==> src/rtl/aes_serial_loader.sv <==
// Serial-to-parallel front end for the AES-128 CBC datapath: deserialises CHANNELS
// bit streams into WIDTH-bit words and hands complete frames over with valid/ready.
module aes_serial_loader #(
   parameter int unsigned WIDTH     = 128,
   parameter int unsigned CHANNELS  = 3,
   parameter bit          MSB_FIRST = 1'b1
) (
   input  logic                         clk,
   input  logic                         rst_n,
   input  logic [CHANNELS-1:0]          s_bits,
   input  logic                         s_valid,
   output logic                         s_ready,
   input  logic                         s_abort,
   output logic [CHANNELS*WIDTH-1:0]    p_data,
   output logic                         p_valid,
   input  logic                         p_ready,
   output logic                         busy,
   output logic [$clog2(WIDTH+1)-1:0]   bit_cnt,
   output logic                         overrun,
   input  logic                         clr_err
);
   localparam int unsigned CNT_W  = $clog2(WIDTH+1);
   localparam int unsigned DATA_W = CHANNELS*WIDTH;

   typedef enum logic [1:0] {IDLE, SHIFT, FULL} state_e;

   state_e              state_q, state_d;
   logic [DATA_W-1:0]   data_q, data_d;
   logic [CNT_W-1:0]    cnt_q, cnt_d;
   logic                busy_q, busy_d;
   logic                overrun_q, overrun_d;
   logic                accept;

   assign s_ready = (state_q != FULL);
   assign p_valid = (state_q == FULL);
   assign accept  = s_valid && s_ready && !s_abort;

   // Shift one bit per channel into its register on every accepted beat
   always_comb begin
      data_d = data_q;
      if (accept) begin
         for (int unsigned c = 0; c < CHANNELS; c++) begin
            if (MSB_FIRST)
               data_d[c*WIDTH +: WIDTH] = {data_q[c*WIDTH +: WIDTH-1], s_bits[c]};
            else
               data_d[c*WIDTH +: WIDTH] = {s_bits[c], data_q[c*WIDTH+1 +: WIDTH-1]};
         end
      end
   end

   // Next state, bit count, busy flag and sticky overrun; abort overrides everything
   always_comb begin
      state_d   = state_q;
      cnt_d     = cnt_q;
      overrun_d = overrun_q;
      case (state_q)
         IDLE, SHIFT: begin
            if (accept) begin
               cnt_d   = cnt_q + CNT_W'(1);
               state_d = (cnt_q == CNT_W'(WIDTH-1)) ? FULL : SHIFT;
            end
         end
         FULL: begin
            if (p_ready) begin
               state_d = IDLE;
               cnt_d   = '0;
            end
         end
         default: begin
            state_d = IDLE;
            cnt_d   = '0;
         end
      endcase
      if (s_abort) begin
         state_d = IDLE;
         cnt_d   = '0;
      end
      busy_d = (state_d == SHIFT);
      if (clr_err)
         overrun_d = 1'b0;
      if (s_valid && !s_ready)
         overrun_d = 1'b1;
   end

   always_ff @(posedge clk or negedge rst_n) begin
      if (!rst_n) begin
         state_q   <= IDLE;
         data_q    <= '0;
         cnt_q     <= '0;
         busy_q    <= 1'b0;
         overrun_q <= 1'b0;
      end else begin
         state_q   <= state_d;
         data_q    <= data_d;
         cnt_q     <= cnt_d;
         busy_q    <= busy_d;
         overrun_q <= overrun_d;
      end
   end

   assign p_data  = data_q;
   assign bit_cnt = cnt_q;
   assign busy    = busy_q;
   assign overrun = overrun_q;

endmodule

==> config.mk <==
export PLATFORM = sky130hd
export DESIGN_NAME = aes_serial_loader
export DESIGN_NICKNAME = d
export VERILOG_FILES = /design/src/rtl/aes_serial_loader.sv
export SDC_FILE = /design/constraint.sdc
export NUM_CORES = 1
export LEC_CHECK = 0
export ABC_AREA = 1
export BUFFER_PORTS_ARGS = -buffer_cell sky130_fd_sc_hd__buf_2
export CAP_MARGIN = 5
export CELL_PAD_IN_SITES_DETAIL_PLACEMENT = 0
export CELL_PAD_IN_SITES_GLOBAL_PLACEMENT = 1
export CORE_UTILIZATION = 36
export CTS_CLUSTER_DIAMETER = 120
export CTS_CLUSTER_SIZE = 12
export DETAILED_ROUTE_END_ITERATION = 8
export GPL_TIMING_DRIVEN = 0
export PLACE_DENSITY_LB_ADDON = 0.1
export SETUP_SLACK_MARGIN = 0.15
export SLEW_MARGIN = 30
export SYNTH_ARGS = -nofsm -noshare
export SYNTH_HDL_FRONTEND = slang
export SYNTH_SLANG_ARGS = --single-unit
==> constraint.sdc <==
create_clock -name clk -period 1.38 [get_ports clk]
set_clock_uncertainty 0.2 [all_clocks]
set_input_delay 0.276 -clock clk [delete_from_list [all_inputs] [get_ports clk]]
set_output_delay 0.276 -clock clk [all_outputs]
set_load 0.005 [all_outputs]
; ---- Word-level counts from Yosys, hierarchy flattened
; Cells that the tools add are included.
[op_classes]
add_sub_neg = 1
eq_ne = 7
n_mux = 11
reduce_logical = 9
[ops]
columns = operator, count
row1 = two-way mux 8 bit, 3
row2 = case mux 8 bit (2 select lines), 1
row3 = adder 8 x 1 -> 8 bit (second input constant), 1
row4 = == test 8 x 7 -> 1 bit (second input constant), 1
row5 = two-way mux 2 bit, 4
row6 = == test 2 x 1 -> 1 bit (second input constant), 2
row7 = case mux 2 bit (2 select lines), 1
row8 = logical AND 1 bit, 3
row9 = inequality test 3 x 2 -> 1 bit (second input constant), 1
row10 = inequality test 3 bit (second input constant), 1
row11 = == test 2 bit (second input constant), 1
row12 = logical NOT 1 bit, 2
row13 = logical NOT 2 bit, 1
row14 = two-way mux 1 bit, 2
row15 = inequality test 2 bit (second input constant), 1
row16 = AND reduction 2 bit, 1
row17 = nonzero test 2 bit, 1
row18 = OR reduction 2 bit, 1
[totals]
reg_bits = 396
inputBits = 9
output_inout_bits = 396
word_cells = 33

; ---- Longest topological paths before layout
[logic_depth]
word_depth = 7
depth_mapped = 8
depth_no_buf = 8

; ---- Least setup slack after synthesis
; No wires, ideal clock.
[synth_path]
path_kind = register -> register
start = reg cnt_q[0], in the netlist bit_cnt[0]
end = reg cnt_q[6], in the netlist bit_cnt[6]
setup_time_ns = 0.114
t_arrival_ns = 1.230
path_slack_ns = -0.164
path_stages_with_launch = 7
path_cell_list = dfrtp_1 ha_1 nand3_1 nor3_1 nand3_1 nand2_1 nor2_1
[synth_via]
elab_chain_len = 4
[synth_rtl]
columns = element, line
row1 = start: declaration, 29  ; logic [CNT_W-1:0] cnt_q, cnt_d;
row2 = start signal: assignment, 95  ; cnt_q <= cnt_d;
row3 = adder 8 x 1 -> 8 bit, 59  ; cnt_d = cnt_q + CNT_W'(1);
row4 = two-way mux 8 bit, 58  ; if (accept) begin
row5 = case mux 8 bit (2 select lines), 56  ; case (state_q)
row6 = two-way mux 8 bit, 74  ; if (s_abort) begin
; No other way between the ends. The select of a mux whose other input is x is not followed.
; A chain may end at the register's enable or synchronous reset.

; ---- Worst setup path after layout
[layout_path]
start = reg state_q[0]
end = out s_ready
[layout_via]
elab_chain_len = 1
[layout_rtl]
columns = element, line
row1 = start: declaration, 27  ; state_e state_q, state_d;
row2 = start signal: assignment, 93  ; state_q <= state_d;
row3 = inequality test 2 bit, 34  ; assign s_ready = (state_q != FULL);
row4 = end: declaration, 12  ; output logic s_ready,
; No other way between the ends.

==> run summary <==
* most common cell after layout, fill and taps aside: sky130_fd_sc_hd__nand2_1
* number of stages on the worst setup path: 5
* TritonRoute pass-1 iters: 6
* buffers and inverters on the worst path: 4
* final worst path period share: 143%
* setup violation total in the final timing report: 788
* crit start category: flop
* CP max stage cell: sky130_fd_sc_hd__dfrtp_1
* final worst setup slack: -0.590 ns
* HPWL reported at the end of detailed placement: 32.2 mm
* WL/cell: 17.7 µm
* Mapped Area: 15,700 µm²
* routability-driven placement congestion ratio: 0.780
* initial core utilization: 36.5%
* number of vias per cell after detailed routing: 4.85
* met2 routing resource usage after global routing: 31.5%
* count of cell types in the netlist: 20
* non-filler instance count after layout: 2,895
* total clock buffers created by CTS: 38
* pins over their slew limit: 0
* clock tree root driver cell: sky130_fd_sc_hd__clkbuf_16
* source of the worst register-to-register timing path: state_q[1]
* Mapped Nets: 1,758
* headroom to the max-slew limit: 70.1%
* share of synthesized area occupied by flip-flops and latches: 63.0%
* level count of the clock H-tree: 2
* setup slack of the most critical reg-to-reg path: -0.44 ns
* Min Hold Slack: -0.557 ns
* GR Overflow Total: 0
* maximum clock rate: 0.508 GHz
* worst path arrival time: 1.49 ns
* RR Endpoint: p_data[299]
* Critical Path Sink: s_ready
* failing checks: negative hold slack, negative setup slack
* total number of vias: 14,100
* global-route usage over all layers: 20.8%
* clk sink count: 396
* DIE HEIGHT: 211 µm
* count of port buffers added during placement: 404
* highest-count cells in the layout ignoring fill and taps: sky130_fd_sc_hd__nand2_1, sky130_fd_sc_hd__buf_2, sky130_fd_sc_hd__dfrtp_1
* clock latency at the later pin of the worst-skew pair: 0.55 ns
* yosys synthesis warning count: 0
* min cycle time layout: 1.97 ns
* Critical Path Max Stage Delay: 0.40 ns
* remaining antenna violation count: 0
* Place WS: -0.491 ns
* Register-to-Register Path Depth: 11
* width of the die: 211 µm
* antenna violations before repair: 1
* GR met3 Demand/Resource: 5.95%
* Max Cap Violations: 0
* growth of design area from synthesis to finish: 48.8%
* run status: complete, but fails checks
* worst endpoint required time: 0.90 ns
* first-pass GRT wire length: 73.3 mm
* fillcell total: 3,884
* vias in the first global route: 12,700
* critical path, cell by cell: nor2_4 > inv_4 > buf_12 > buf_8 > buf_6
* final-report hold violation count: 342
* Post-Syn Instances: 1,748
* total DRC errors in the routed layout: 0
* Total Die Area: 44,500 µm²
* total power divided by cell area: 1050 nW/µm²
* final routed wirelength across all metal layers: 51.3 mm
* post-place instance area: 18,800 µm²
* overall power: 24.5 mW
* leakage dissipation: 13.6 nW
* count of routing violations after the opening detailed-route iteration: 1,071
* final core utilization: 54.3%
* path class of the lowest-slack min-delay path: in2async
* layout net count: 2,318
* number of buffers between clock root and the deepest sink: 3
* worst-margin pin slew: 0.448 ns
* CP max FO: 2
* critical path type: reg2out
* share of final-layout standard cells stronger than drive strength 1: 38.5%
* final standard cell area without fillers: 23,400 µm²
* cell count after placement: 2,742
* unrepaired setup endpoints after global routing: true
* met1 demand-to-capacity share in global routing: 28.8%
* count of pins on the block boundary: 405
* layer with the highest usage after global routing: met2
* FP Rows: 76
* Peak supply drop: 0.720 mV
* pin count of the biggest net entering global routing: 83
* Critical Path End Type: output port
* TritonCTS clock tree: yes
* launching instance or port of the critical path: state_q[0]
* Post-Route Setup TNS: -243.62 ns
* family of cells with the greatest summed delay on the critical path: flip-flops
* synthesized area divided by synthesized cell count: 9.00 µm²
* clk slew on worst S/H paths: 0.06 ns
* standard cell core area: 43,100 µm²
* count of state elements after synthesis: 396
[cell usage after synthesis]
cell type                    n  area share (%)
sky130_fd_sc_hd__o21ai_0     4            0.13
sky130_fd_sc_hd__a21oi_1     4            0.13
sky130_fd_sc_hd__o22ai_1     1           0.040
sky130_fd_sc_hd__nor3_1      2           0.064
sky130_fd_sc_hd__ha_1        1           0.080
sky130_fd_sc_hd__o21a_1      1           0.048
sky130_fd_sc_hd__nand2_1   787              19
sky130_fd_sc_hd__nor2_2      1           0.040
sky130_fd_sc_hd__buf_2     110             3.5
sky130_fd_sc_hd__buf_4      13            0.62
sky130_fd_sc_hd__inv_2       4           0.095
sky130_fd_sc_hd__nand4_1     2           0.080
sky130_fd_sc_hd__nor2_1     14            0.33
sky130_fd_sc_hd__buf_6       3            0.21
sky130_fd_sc_hd__nand2_4     1           0.072
sky130_fd_sc_hd__nand3_1   388              12
sky130_fd_sc_hd__a31oi_1     2           0.080
sky130_fd_sc_hd__dfrtp_1   396              63
sky130_fd_sc_hd__o211ai_1    1           0.048
sky130_fd_sc_hd__inv_1      13            0.31
[report_power, final]
part / switching [mW] / total [mW] / internal, mW
clock: 4.36 / 9.57 / 5.21
combinational: 1.36 / 2.55 / 1.18
sequential: 0.382 / 12.4 / 12.0
[worst min path at each step]
stage	startpoint	to
after detailed placement	rst_n	p_data[301]
after CTS	rst_n	p_data[301]
after global placement	p_data[127]	p_data[127]
after floorplan	rst_n	bit_cnt[0]
after global routing	rst_n	p_data[299]
final	rst_n	p_data[301]
[flip-flops by register name (all words and copies together), names as in the netlist]
signal   cells
state_q      2
overrun      1
bit_cnt      8
busy         1
p_data     384
[routing by layer]
metal	wire (µm)	part of all wire (%)	vias up
li1	-	-	6732
met1	22900	45	6918
met2	23800	46	340
met3	3590	7.0	65
met4	1020	2.0	0
met5	0	0	-
[kinds of logic after synthesis]
group	count (synthesis)	share of synthesized area, %
fa+ha+maj	1	0.0795
compound gates	13	0.469
buf+inv	143	4.74
flops	396	63.0
simple gates	1195	31.7
[layout make-up]
| cell class | instances | area (µm²) | share of cell area [%] |
|---|---|---|---|
| Antenna cell | 1 | 2.50 | 0.0107 |
| Buffer | 126 | 1410 | 6.03 |
| Clock buffer | 41 | 1030 | 4.38 |
| Inverter | 17 | 68.8 | 0.294 |
| Multi-Input combinational cell | 1211 | 5950 | 25.4 |
| Sequential cell | 396 | 9920 | 42.4 |
| Tap cell | 585 | 732 | 3.13 |
| Timing Repair Buffer | 518 | 4300 | 18.4 |
[what timing repair did]
| action | 4_1_cts | 5_1_grt |
|---|---|---|
| pin swaps | 1 | 76 |
| resized for setup | 53 | 369 |
| cloned | 0 | 69 |
| endpoints found under the setup margin | 791 | 792 |
| hold buffers | 6 | 1 |
| endpoints found under the hold margin | 353 | 344 |
| setup buffers | 8 | 28 |
[worst register-to-register path: cells and delay by family, from the launching register on]
kind          cells  cell delay (ns)
flops             1             0.41
buf+inv           7             0.87
simple gates      4             0.24
No activity file was read; power rests on OpenSTA's default activity.
